<file path="config.mk">
export PLATFORM = sky130hd
export DESIGN_NAME = fft_frame_sequencer_flat
export DESIGN_NICKNAME = d
export VERILOG_FILES = /design/src/rtl/spectrum_pkg.sv /design/src/rtl/fft_frame_sequencer_if.sv /design/src/rtl/fft_twiddle_addr_gen.sv /design/src/rtl/fft_frame_sequencer.sv /design/src/flat_wrapper.sv
export SDC_FILE = /design/constraint.sdc
export NUM_CORES = 1
export LEC_CHECK = 0
export CORE_MARGIN = 8
export CORE_UTILIZATION = 44
export CTS_CLUSTER_SIZE = 20
export DETAILED_ROUTE_END_ITERATION = 10
export PLACE_DENSITY_LB_ADDON = 0.2
export SETUP_SLACK_MARGIN = 0.3
export SYNTH_ARGS = -nofsm -noshare
export SYNTH_HDL_FRONTEND = slang
export SYNTH_SLANG_ARGS = --single-unit
</file>
<file path="constraint.sdc">
create_clock -name clk -period 2.73 [get_ports clk]
set_clock_uncertainty 0.05 [all_clocks]
set_input_delay 0.546 -clock clk [delete_from_list [all_inputs] [get_ports clk]]
set_output_delay 0.546 -clock clk [all_outputs]
set_load 0.01 [all_outputs]
</file>
<file path="src/rtl/spectrum_pkg.sv">
`default_nettype none
// ============================================================================
// Module      : spectrum_pkg
// Description : Shared definitions for the 512-point spectrum analyzer.
//               Provides the frame geometry, the sequencer state encoding,
//               the default butterfly drain depth and the 9-bit bit-reversal
//               helper used to map capture and readout addresses.
// Revision    : 1.0 - initial release
// ============================================================================
package spectrum_pkg;

  localparam int N_LOG2             = 9;
  localparam int N_POINTS           = 512;
  // Butterfly pipeline depth: drain cycles inserted after every stage.
  localparam int BF_LATENCY_DEFAULT = 3;

  typedef enum logic [2:0] {
    ST_IDLE    = 3'd0,
    ST_CAPTURE = 3'd1,
    ST_COMPUTE = 3'd2,
    ST_DRAIN   = 3'd3,
    ST_READOUT = 3'd4,
    ST_DONE    = 3'd5
  } seq_state_e;

  // Mirror the 9 address bits: bit i moves to bit 8-i.
  function automatic logic [8:0] bitrev9(input logic [8:0] v);
    logic [8:0] r;
    r = '0;
    for (int i = 0; i < 9; i++) begin
      r[i] = v[8-i];
    end
    return r;
  endfunction

endpackage
`default_nettype wire

</file>
<file path="src/rtl/fft_frame_sequencer_if.sv">
`default_nettype none
// ============================================================================
// Module      : fft_frame_sequencer_if
// Description : Handshake and address bus between the frame sequencer and
//               the capture RAM, butterfly, twiddle ROM and display path.
//   start, sample_valid, rd_ready   : requests into the sequencer
//   cap_we, cap_addr                : frame RAM capture write port
//   bf_en, bf_stage, bf_idx         : butterfly issue controls
//   twiddle_addr                    : twiddle ROM address
//   rd_valid, rd_addr               : bin readout to the display path
//   busy, frame_done                : frame status
//   modport master : the sequencer; modport slave : its environment
// Revision    : 1.0 - initial release
// ============================================================================
interface fft_frame_sequencer_if;
  import spectrum_pkg::*;

  logic                start;
  logic                sample_valid;
  logic                cap_we;
  logic [N_LOG2-1:0]   cap_addr;
  logic                bf_en;
  logic [3:0]          bf_stage;
  logic [N_LOG2-2:0]   bf_idx;
  logic [N_LOG2-2:0]   twiddle_addr;
  logic                rd_valid;
  logic [N_LOG2-1:0]   rd_addr;
  logic                rd_ready;
  logic                busy;
  logic                frame_done;

  modport master (
    input  start, sample_valid, rd_ready,
    output cap_we, cap_addr, bf_en, bf_stage, bf_idx, twiddle_addr,
           rd_valid, rd_addr, busy, frame_done
  );

  modport slave (
    output start, sample_valid, rd_ready,
    input  cap_we, cap_addr, bf_en, bf_stage, bf_idx, twiddle_addr,
           rd_valid, rd_addr, busy, frame_done
  );

endinterface
`default_nettype wire

</file>
<file path="src/rtl/fft_twiddle_addr_gen.sv">
`default_nettype none
// ============================================================================
// Module      : fft_twiddle_addr_gen
// Description : Combinational twiddle ROM address for butterfly j of stage s:
//               (j mod 2^s) * 2^(8-s), formed as j << (8-s) truncated to
//               8 bits. Shared with the butterfly ROM checker.
//   idx_i          : butterfly index within the stage
//   stage_i        : stage number 0..8
//   twiddle_addr_o : twiddle ROM address
// Revision    : 1.0 - initial release
// ============================================================================
module fft_twiddle_addr_gen
  import spectrum_pkg::*;
(
  input  logic [N_LOG2-2:0] idx_i,
  input  logic [3:0]        stage_i,
  output logic [N_LOG2-2:0] twiddle_addr_o
);

  // The left shift discards the upper index bits, which is exactly the
  // "mod 2^s" term; stage 0 shifts everything out and yields address 0.
  always_comb begin
    twiddle_addr_o = idx_i << (4'(N_LOG2 - 1) - stage_i);
  end

endmodule
`default_nettype wire

</file>
<file path="src/rtl/fft_frame_sequencer.sv">
`default_nettype none
// ============================================================================
// Module      : fft_frame_sequencer
// Description : Frame controller for the 512-point spectrum analyzer.
//               Sequences capture -> 9 butterfly stages (each followed by a
//               BF_LATENCY-cycle drain) -> bin readout -> done pulse, and
//               drives all RAM, butterfly and twiddle ROM addresses.
//   clk     : system clock, rising edge
//   reset_n : asynchronous active-low reset
//   bus     : fft_frame_sequencer_if.master (handshakes and addresses)
// Build option: BIT_REVERSE_EN
//   defined   -> capture bit-reversed, readout natural order
//   undefined -> capture natural order, readout bit-reversed
// Revision    : 1.0 - initial release
// ============================================================================
module fft_frame_sequencer
  import spectrum_pkg::*;
#(
  parameter int N_LOG2     = 9,
  parameter int BF_LATENCY = BF_LATENCY_DEFAULT
) (
  input  logic                         clk,
  input  logic                         reset_n,
  fft_frame_sequencer_if.master        bus
);

  seq_state_e         state_q, state_d;
  logic [N_LOG2-1:0]  cnt_q,   cnt_d;
  logic [3:0]         stg_q,   stg_d;
  logic [N_LOG2-2:0]  twiddle_raw;

  fft_twiddle_addr_gen u_twiddle (
    .idx_i          (cnt_q[N_LOG2-2:0]),
    .stage_i        (stg_q),
    .twiddle_addr_o (twiddle_raw)
  );

  always_ff @(posedge clk or negedge reset_n) begin
    if (!reset_n) begin
      state_q <= ST_IDLE;
      cnt_q   <= '0;
      stg_q   <= '0;
    end else begin
      state_q <= state_d;
      cnt_q   <= cnt_d;
      stg_q   <= stg_d;
    end
  end

  always_comb begin
    state_d          = state_q;
    cnt_d            = cnt_q;
    stg_d            = stg_q;
    bus.cap_we       = 1'b0;
    bus.cap_addr     = '0;
    bus.bf_en        = 1'b0;
    bus.bf_stage     = '0;
    bus.bf_idx       = '0;
    bus.twiddle_addr = '0;
    bus.rd_valid     = 1'b0;
    bus.rd_addr      = '0;
    bus.busy         = 1'b1;
    bus.frame_done   = 1'b0;

    case (state_q)
      ST_IDLE: begin
        bus.busy = 1'b0;
        if (bus.start) begin
          state_d = ST_CAPTURE;
          cnt_d   = '0;
        end
      end

      ST_CAPTURE: begin
        bus.cap_we = bus.sample_valid;
`ifdef BIT_REVERSE_EN
        bus.cap_addr = bitrev9(cnt_q);
`else
        bus.cap_addr = cnt_q;
`endif
        if (bus.sample_valid) begin
          if (cnt_q == '1) begin
            state_d = ST_COMPUTE;
            cnt_d   = '0;
            stg_d   = '0;
          end else begin
            cnt_d = cnt_q + N_LOG2'(1);
          end
        end
      end

      ST_COMPUTE: begin
        bus.bf_en        = 1'b1;
        bus.bf_stage     = stg_q;
        bus.bf_idx       = cnt_q[N_LOG2-2:0];
        bus.twiddle_addr = twiddle_raw;
        if (cnt_q[N_LOG2-2:0] == '1) begin
          state_d = ST_DRAIN;
          cnt_d   = '0;
        end else begin
          cnt_d = cnt_q + N_LOG2'(1);
        end
      end

      // cnt doubles as the drain timer; it is zero on entry.
      ST_DRAIN: begin
        if (cnt_q == N_LOG2'(BF_LATENCY - 1)) begin
          cnt_d = '0;
          if (stg_q == 4'(N_LOG2 - 1)) begin
            state_d = ST_READOUT;
          end else begin
            stg_d   = stg_q + 4'd1;
            state_d = ST_COMPUTE;
          end
        end else begin
          cnt_d = cnt_q + N_LOG2'(1);
        end
      end

      // rd_addr follows cnt, which only moves on a handshake, so the
      // address is naturally held while the consumer stalls.
      ST_READOUT: begin
        bus.rd_valid = 1'b1;
`ifdef BIT_REVERSE_EN
        bus.rd_addr = cnt_q;
`else
        bus.rd_addr = bitrev9(cnt_q);
`endif
        if (bus.rd_ready) begin
          if (cnt_q == '1) begin
            state_d = ST_DONE;
          end else begin
            cnt_d = cnt_q + N_LOG2'(1);
          end
        end
      end

      ST_DONE: begin
        bus.frame_done = 1'b1;
        state_d        = ST_IDLE;
        cnt_d          = '0;
        stg_d          = '0;
      end

      default: begin
        state_d = ST_IDLE;
      end
    endcase
  end

endmodule
`default_nettype wire

</file>
<file path="src/flat_wrapper.sv">
// flat-port wrapper written by rule: the top's interface ports become plain ports
module fft_frame_sequencer_flat import spectrum_pkg::*;
#(
  parameter int N_LOG2     = 9,
  parameter int BF_LATENCY = BF_LATENCY_DEFAULT
)
  (clk, reset_n, bus_start, bus_sample_valid, bus_rd_ready, bus_cap_we, bus_cap_addr, bus_bf_en, bus_bf_stage, bus_bf_idx, bus_twiddle_addr, bus_rd_valid, bus_rd_addr, bus_busy, bus_frame_done);
  fft_frame_sequencer_if bus_i ();
  input  logic clk;
  input  logic reset_n;
  input wire logic [$bits(bus_i.start)-1:0] bus_start;
  input wire logic [$bits(bus_i.sample_valid)-1:0] bus_sample_valid;
  input wire logic [$bits(bus_i.rd_ready)-1:0] bus_rd_ready;
  output wire logic [$bits(bus_i.cap_we)-1:0] bus_cap_we;
  output wire logic [$bits(bus_i.cap_addr)-1:0] bus_cap_addr;
  output wire logic [$bits(bus_i.bf_en)-1:0] bus_bf_en;
  output wire logic [$bits(bus_i.bf_stage)-1:0] bus_bf_stage;
  output wire logic [$bits(bus_i.bf_idx)-1:0] bus_bf_idx;
  output wire logic [$bits(bus_i.twiddle_addr)-1:0] bus_twiddle_addr;
  output wire logic [$bits(bus_i.rd_valid)-1:0] bus_rd_valid;
  output wire logic [$bits(bus_i.rd_addr)-1:0] bus_rd_addr;
  output wire logic [$bits(bus_i.busy)-1:0] bus_busy;
  output wire logic [$bits(bus_i.frame_done)-1:0] bus_frame_done;
  assign bus_i.start = bus_start;
  assign bus_i.sample_valid = bus_sample_valid;
  assign bus_i.rd_ready = bus_rd_ready;
  assign bus_cap_we = bus_i.cap_we;
  assign bus_cap_addr = bus_i.cap_addr;
  assign bus_bf_en = bus_i.bf_en;
  assign bus_bf_stage = bus_i.bf_stage;
  assign bus_bf_idx = bus_i.bf_idx;
  assign bus_twiddle_addr = bus_i.twiddle_addr;
  assign bus_rd_valid = bus_i.rd_valid;
  assign bus_rd_addr = bus_i.rd_addr;
  assign bus_busy = bus_i.busy;
  assign bus_frame_done = bus_i.frame_done;
  fft_frame_sequencer #(.N_LOG2(N_LOG2), .BF_LATENCY(BF_LATENCY)) u_core (.clk(clk), .reset_n(reset_n), .bus(bus_i));
endmodule
</file>
==> flow_metrics.tcl, run 1 <==
set metrics [dict create \
    h-tree-depth 1 \
    worstPathArrival_ps 1850 \
    drive_above_1_share 0.360 \
    hp-class "register to register" \
    io_pins 48 \
    wl_um 5750 \
    cp.required_ps 2130 \
    synth_top_cell_by_area "dfrtp_1" \
    avgSynthCellArea_um2 8.66 \
    port_buffers 47 \
    grt_max_degree 18 \
    drtIter0Drc 137 \
    grt_usage 0.177 \
    cap_violations 0 \
    syn_inst 200 \
    power.clock.fraction 0.209 \
    fp.dieArea_um2 6200 \
    setup.worst_path.class "register to primary output" \
    setup_viol 0 \
    drv_slew 0 \
    dr.pass1.iters 4 \
    netlist_area_um2 1730 \
    area_growth_pct 57.1 \
    intPower_mw 0.647 \
    cts_tree "done" \
    p_leak_nw 1.45 \
    switching_power_mw 0.399 \
    syn_nets 212 \
    outcome "completed" \
    die_w_um 78.8 \
    clk-insertion-delay-late_ps 250 \
    diodes 0 \
    place_congestion 0.852 \
    setup_tns_ps 0 \
    yosysWarnings 0 \
    start_util 0.446 \
    netlist_top_cells_count "and3_1, dfrtp_1, nor2_1" \
    globalRoute.busiestLayer "met2" \
    netSwitchingFraction 0.381 \
    core_area_um2 3880 \
    dr_total_vias 1836 \
    critPathLaunchType "register" \
    p_seq_frac 0.338 \
    die_y_um 78.8 \
    synth_seq_cells 16 \
    grt_first_pass_wirelength_um 8890 \
    ir_drop_uv 322 \
    comb_power_share 0.453 \
    route.detailed.drc 0 \
    met1_usage 0.238 \
    use_met3 0.0372 \
    fmax_mhz 408 \
    cp_slowest_cell "dfrtp_1" \
    synth-edff-count 0 \
    ys_seq_area_frac 0.231 \
    utilization 0.701 \
    synth_cell_types 58 \
    cts_root_buf "clkbuf_8" \
    ant_nets 0 \
    viasPerCell 5.79 \
    worst_pin_slew_ps 796 \
    p_per_area_nw_per_um2 384 \
    slew_headroom 0.468 \
    crit_path_end_kind "primary output" \
    crit_chain "inv_2 -> ha_4 -> xor2_4 -> nand2_1 -> a311o_1 -> a21oi_2 -> buf_2" \
    synth-async-reset-ratio 1.00 \
    nets 280 \
    hold_viol 0 \
    synth.area.top_cells "dfrtp_1, and3_1, ha_1, and2_1, mux2i_1" \
    layout_min_cycle_time_ps 2450 \
    row_count 23 \
    path_max_fanout 3 \
    cts.sinks 16 \
    clk_path_buf_depth 2 \
    grt_pass1_vias 1728 \
    use_met2 0.282 \
    grt_overflow_total 0 \
    synth_most_common_cell "and3_1" \
    synth_flop_cell "dfrtp_1" \
    dp_hpwl_um 3770 \
    post-route-period-util 0.897 \
    synth.top_cell.area_share 0.231 \
    numCtsBuffers 3 \
    rsz0062_at_grt "true" \
    worst_path_largest_cell_delay_ps 400 \
    antenna_found_initial 0 \
    cts.clk_slew.worst_paths_ps 70 \
    wl_per_cell_um 18.2 \
]
[layout make-up]
cell class                 instances  area, µm²
clock buffer                       4       55.1
fill                             320       1160
inverter                          10       37.5
multi-input combinational        158       1390
sequential                        16        404
tap                               50       62.6
timing repair buffer              79        772
[critical path, delay by kind of cell, from the launching register on]
kind | cells | cell delay [ps]
xor+xnor | 1 | 190
flops | 1 | 400
simple gates | 1 | 120
buf+inv | 2 | 220
compound gates | 2 | 490
fa+ha+maj | 1 | 180
[repair_timing]
item / 4_1_cts / 5_1_grt
setup endpoints to repair: 34 / 40
buffers inserted: 8 / 4
pin swaps: 8 / 13
hold buffers: 0 / 0
gates cloned: 3 / 0
gates resized for setup: 62 / 39
hold endpoints to repair: 0 / 0
[stage by stage]
step                power, mW  instances  area, µm²  setup WS [ps]  hold WS [ps]
floorplan               0.602        200       1780            309           200
global placement        0.788        298       2350            116           525
detailed placement      0.789        298       2350           87.9           536
CTS                      1.02        313       2640            128           548
global route             1.10        317       2720            201           596
finish                   1.05        317       2720            281           588
[cells in the final DEF, fill, tap and decap left out, types with 4 or more instances in the layout]
cell type        Yosys  routed
buf_4                2      24
and3_1              23      23
clkdlybuf4s50_1      0      21
dfrtp_1             16      13
nor2_1              15      12
and2_1              12      11
nand2_1             12      10
dlymetal6s2s_1       0      10
dlygate4sd2_1        0       8
buf_2                3       8
inv_1                9       7
mux2i_1              7       7
o21ai_1              5       6
a22o_1               6       6
ha_1                 7       6
nor2b_1              6       5
o21ai_0              6       5
nor2_4               1       4
a21oi_2              1       4
clkbuf_8             0       4
buf_12               0       4
[worst paths after layout]
| kind | from | to | slack [ps] | depth (start not counted) |
|---|---|---|---|---|
| max in group asynchronous | reset_n | u_core.cnt_q[3]$_DFFE_PN0P_ | 1380 | 1 |
| min in group asynchronous | reset_n | u_core.state_q[1]$_DFFE_PN0P_ | 700 | 1 |
| worst max-delay path | u_core.stg_q[1]$_DFFE_PN0P_ | bus_twiddle_addr[5] | 280 | 7 |
| worst min-delay path | u_core.stg_q[3]$_DFFE_PN0P_ | u_core.stg_q[3]$_DFFE_PN0P_ | 590 | 1 |
| worst max register to register | u_core.cnt_q[0]$_DFFE_PN0P_ | u_core.cnt_q[7]$_DFFE_PN0P_ | 350 | 9 |
| worst min register to register | u_core.stg_q[3]$_DFFE_PN0P_ | u_core.stg_q[3]$_DFFE_PN0P_ | 590 | 1 |
[routing by layer]
| metal | vias up | wire (µm) |
|---|---|---|
| met3 | 10 | 403 |
| met5 | - | 0 |
| met4 | 0 | 91 |
| met1 | 896 | 2390 |
| met2 | 67 | 2870 |
| li1 | 863 | - |
[power groups by stage]
stage / logic [mW] / registers [mW] / clock network [mW]
2_1_floorplan: 0.288 / 0.314 / 0
3_3_place_gp: 0.436 / 0.351 / 0
3_5_place_dp: 0.438 / 0.351 / 0
4_1_cts: 0.449 / 0.350 / 0.223
5_1_grt: 0.511 / 0.360 / 0.233
6_report: 0.474 / 0.353 / 0.219
[logic make-up after synthesis]
family	share of synthesized area
flops	0.231
mux	0.0924
xor+xnor	0.0195
compound gates	0.202
fa+ha+maj	0.0505
simple gates	0.331
buf+inv	0.0736
[flip-flops by register name (all words and copies together), names as in the netlist]
signal and cells:
u_core.cnt_q 9, u_core.state_q 3, u_core.stg_q 4
No activity file was read; power rests on OpenSTA's default activity.
==> run 2: changes to the inputs <==
Settings changed: ABC_AREA from default to 1, CORE_UTILIZATION 44 to 43, HOLD_SLACK_MARGIN from default to 0.15, PLACE_DENSITY from default to 0.81, PLACE_DENSITY_LB_ADDON 0.2 to default.
==> run 2 against run 1 <==
Utilization shrank 7.9 points. Combinational power shrank 98%. Setup slack gained 88 ps. Final cell count grew 19%. Non-clock buffer count shrank 22. Wire length shrank 16%. First-iteration DRC count grew 7.3%. Critical path type unchanged. Power shrank 59%. Clock power shrank 17%.
==> flow_metrics.tcl, run 2 <==
set metrics [dict create \
    hold_viol 0 \
    netlist_top_cells_count "nand2_1, nor2_1, inv_1" \
    largest_reg_flops 9 \
    core_area_um2 3720 \
    setup.worst_path.class "register to primary output" \
    synth_seq_cells 16 \
    cts.sinks 16 \
    top_regs "u_core.cnt_q: 9 flops, u_core.stg_q: 4 flops, u_core.state_q: 3 flops" \
    ant_nets 0 \
    synth-edff-count 0 \
    setup_tns_ps 0 \
    worstPathArrival_ps 1770 \
    drtIter0Drc 147 \
    power_mw 0.430 \
    grt_usage 0.162 \
    wl_um 4840 \
    route.detailed.drc 0 \
    grt_first_pass_wirelength_um 8250 \
    hp-class "register to register" \
    cts.clk_slew.worst_paths_ps 60 \
    numCtsBuffers 3 \
    netlist_area_um2 1670 \
    start_util 0.451 \
    synth_most_common_cell "nand2_1" \
    row_count 22 \
    hold_slack_ps 518 \
    p_leak_nw 1.31 \
    final_common_cell "nand2_1" \
    place_inst 368 \
    yosysWarnings 0 \
    syn_nets 288 \
    place_congestion 0.938 \
    fp.dieArea_um2 6150 \
    antenna_found_initial 0 \
    slew_headroom 0.492 \
    die_w_um 78.4 \
    fmax_mhz 423 \
    grt_max_degree 18 \
    fin_cells 376 \
    grt_pass1_vias 1787 \
    dr_total_vias 1865 \
    critPathLaunchType "register" \
    port_buffers 47 \
    top_register "u_core.cnt_q" \
    wl_per_cell_um 12.9 \
    nets 342 \
    clk_path_buf_depth 2 \
    rsz0062_at_grt "true" \
    clk-insertion-delay-late_ps 250 \
    drv_slew 0 \
    cts_root_buf "clkbuf_8" \
    grt_overflow_total 0 \
    ir_drop_uv 162 \
    die_y_um 78.4 \
    io_pins 48 \
    area_growth_pct 38.0 \
    dr.pass1.iters 5 \
    layout_min_cycle_time_ps 2360 \
    cap_violations 0 \
    synth_flop_cell "dfrtp_1" \
    ys_seq_area_frac 0.239 \
    post-route-period-util 0.865 \
    h-tree-depth 1 \
    avgSynthCellArea_um2 6.07 \
    cp.required_ps 2130 \
    synth.area.top_cells "dfrtp_1, nand2_1, nor2_1, inv_1, nand3_1" \
    outcome "completed" \
    synth.top_cell.area_share 0.239 \
    ctsHoldBuffers 0 \
    most-common-layout-cells "nand2_1, nor2_1, clkdlybuf4s50_1" \
    worst_pin_slew_ps 760 \
    cts_tree "done" \
    utilization 0.622 \
    path_max_fanout 6 \
    dp_hpwl_um 3760 \
    p_per_area_nw_per_um2 186 \
    synth_cell_types 31 \
    drive_above_1_share 0.183 \
    synth_top_cell_by_area "dfrtp_1" \
    setup_viol 0 \
    synth-async-reset-ratio 1.00 \
    diodes 0 \
    syn_inst 276 \
    viasPerCell 4.96 \
    crit_path_end_kind "primary output" \
]
## run 2: cell count changes after synthesis, moves of 7 or more
cell and change:
nor2_1 +39, nand3_1 +18, and3_1 -23, and2_1 -12, o21ai_0 +8, inv_2 +10, inv_1 +19, mux2i_1 -7
nand2_1 +58
## run 2: per-stage QoR
stage | worst slack, ps | cell area [µm²]
after CTS | 158 | 2270
after detailed placement | 130 | 2200
final | 369 | 2310
after global placement | 194 | 2200
after global routing | 285 | 2310
after floorplan | 401 | 1670
## run 2: worst max-delay path: stages (launching register included)
cell and delay [ps]:
dfrtp_1 390, inv_2 110, ha_4 140, or2_1 170
nand2_2 110, or3_1 320, a21oi_1 130, clkbuf_2 150
## run 2: final timing paths
check	startpoint	to	slack (ps)	depth (start not counted)
setup / recovery	u_core.stg_q[0]$_DFFE_PN0P_	bus_twiddle_addr[4]	370	7
hold / removal	u_core.stg_q[1]$_DFFE_PN0P_	u_core.stg_q[1]$_DFFE_PN0P_	520	2
setup reg to reg	u_core.cnt_q[0]$_DFFE_PN0P_	u_core.cnt_q[5]$_DFFE_PN0P_	520	12
hold reg to reg	u_core.stg_q[1]$_DFFE_PN0P_	u_core.stg_q[1]$_DFFE_PN0P_	520	2
max in group asynchronous	reset_n	u_core.state_q[1]$_DFFE_PN0P_	1410	1
min in group asynchronous	reset_n	u_core.cnt_q[1]$_DFFE_PN0P_	690	1
## run 2: what timing repair did
action,CTS,global route
setup buffers,3,2
pin swaps,0,0
resized for setup,20,31
endpoints found under the setup margin,40,39
## run 2: where the power goes
group,internal [mW],switching (mW)
Clock,0.0980,0.0833
Combinational,0.00525,0.00600
Sequential,0.237,0
Total,0.340,0.0893
## run 2: area by class of cell
type                       instances  area (µm²)
clock buffer                       3        41.3
tap                               48        60.1
multi-input combinational        212        1110
inverter                          40         150
timing repair buffer              57         541
fill                             364        1410
sequential                        16         404
## run 2: kinds of logic after synthesis
logic type / count (synthesis) / synth area share
xor+xnor: 4 / 0.0209
flops: 16 / 0.239
fa+ha+maj: 7 / 0.0523
buf+inv: 48 / 0.115
simple gates: 165 / 0.443
compound gates: 36 / 0.129
## run 2: metal layers
layer	routed length, µm	track usage	vias to the layer above
met4	72	0.0389	0
met1	2250	0.193	840
met5	0	0	-
met3	169	0.0308	8
met2	2350	0.289	45
li1	-	-	972
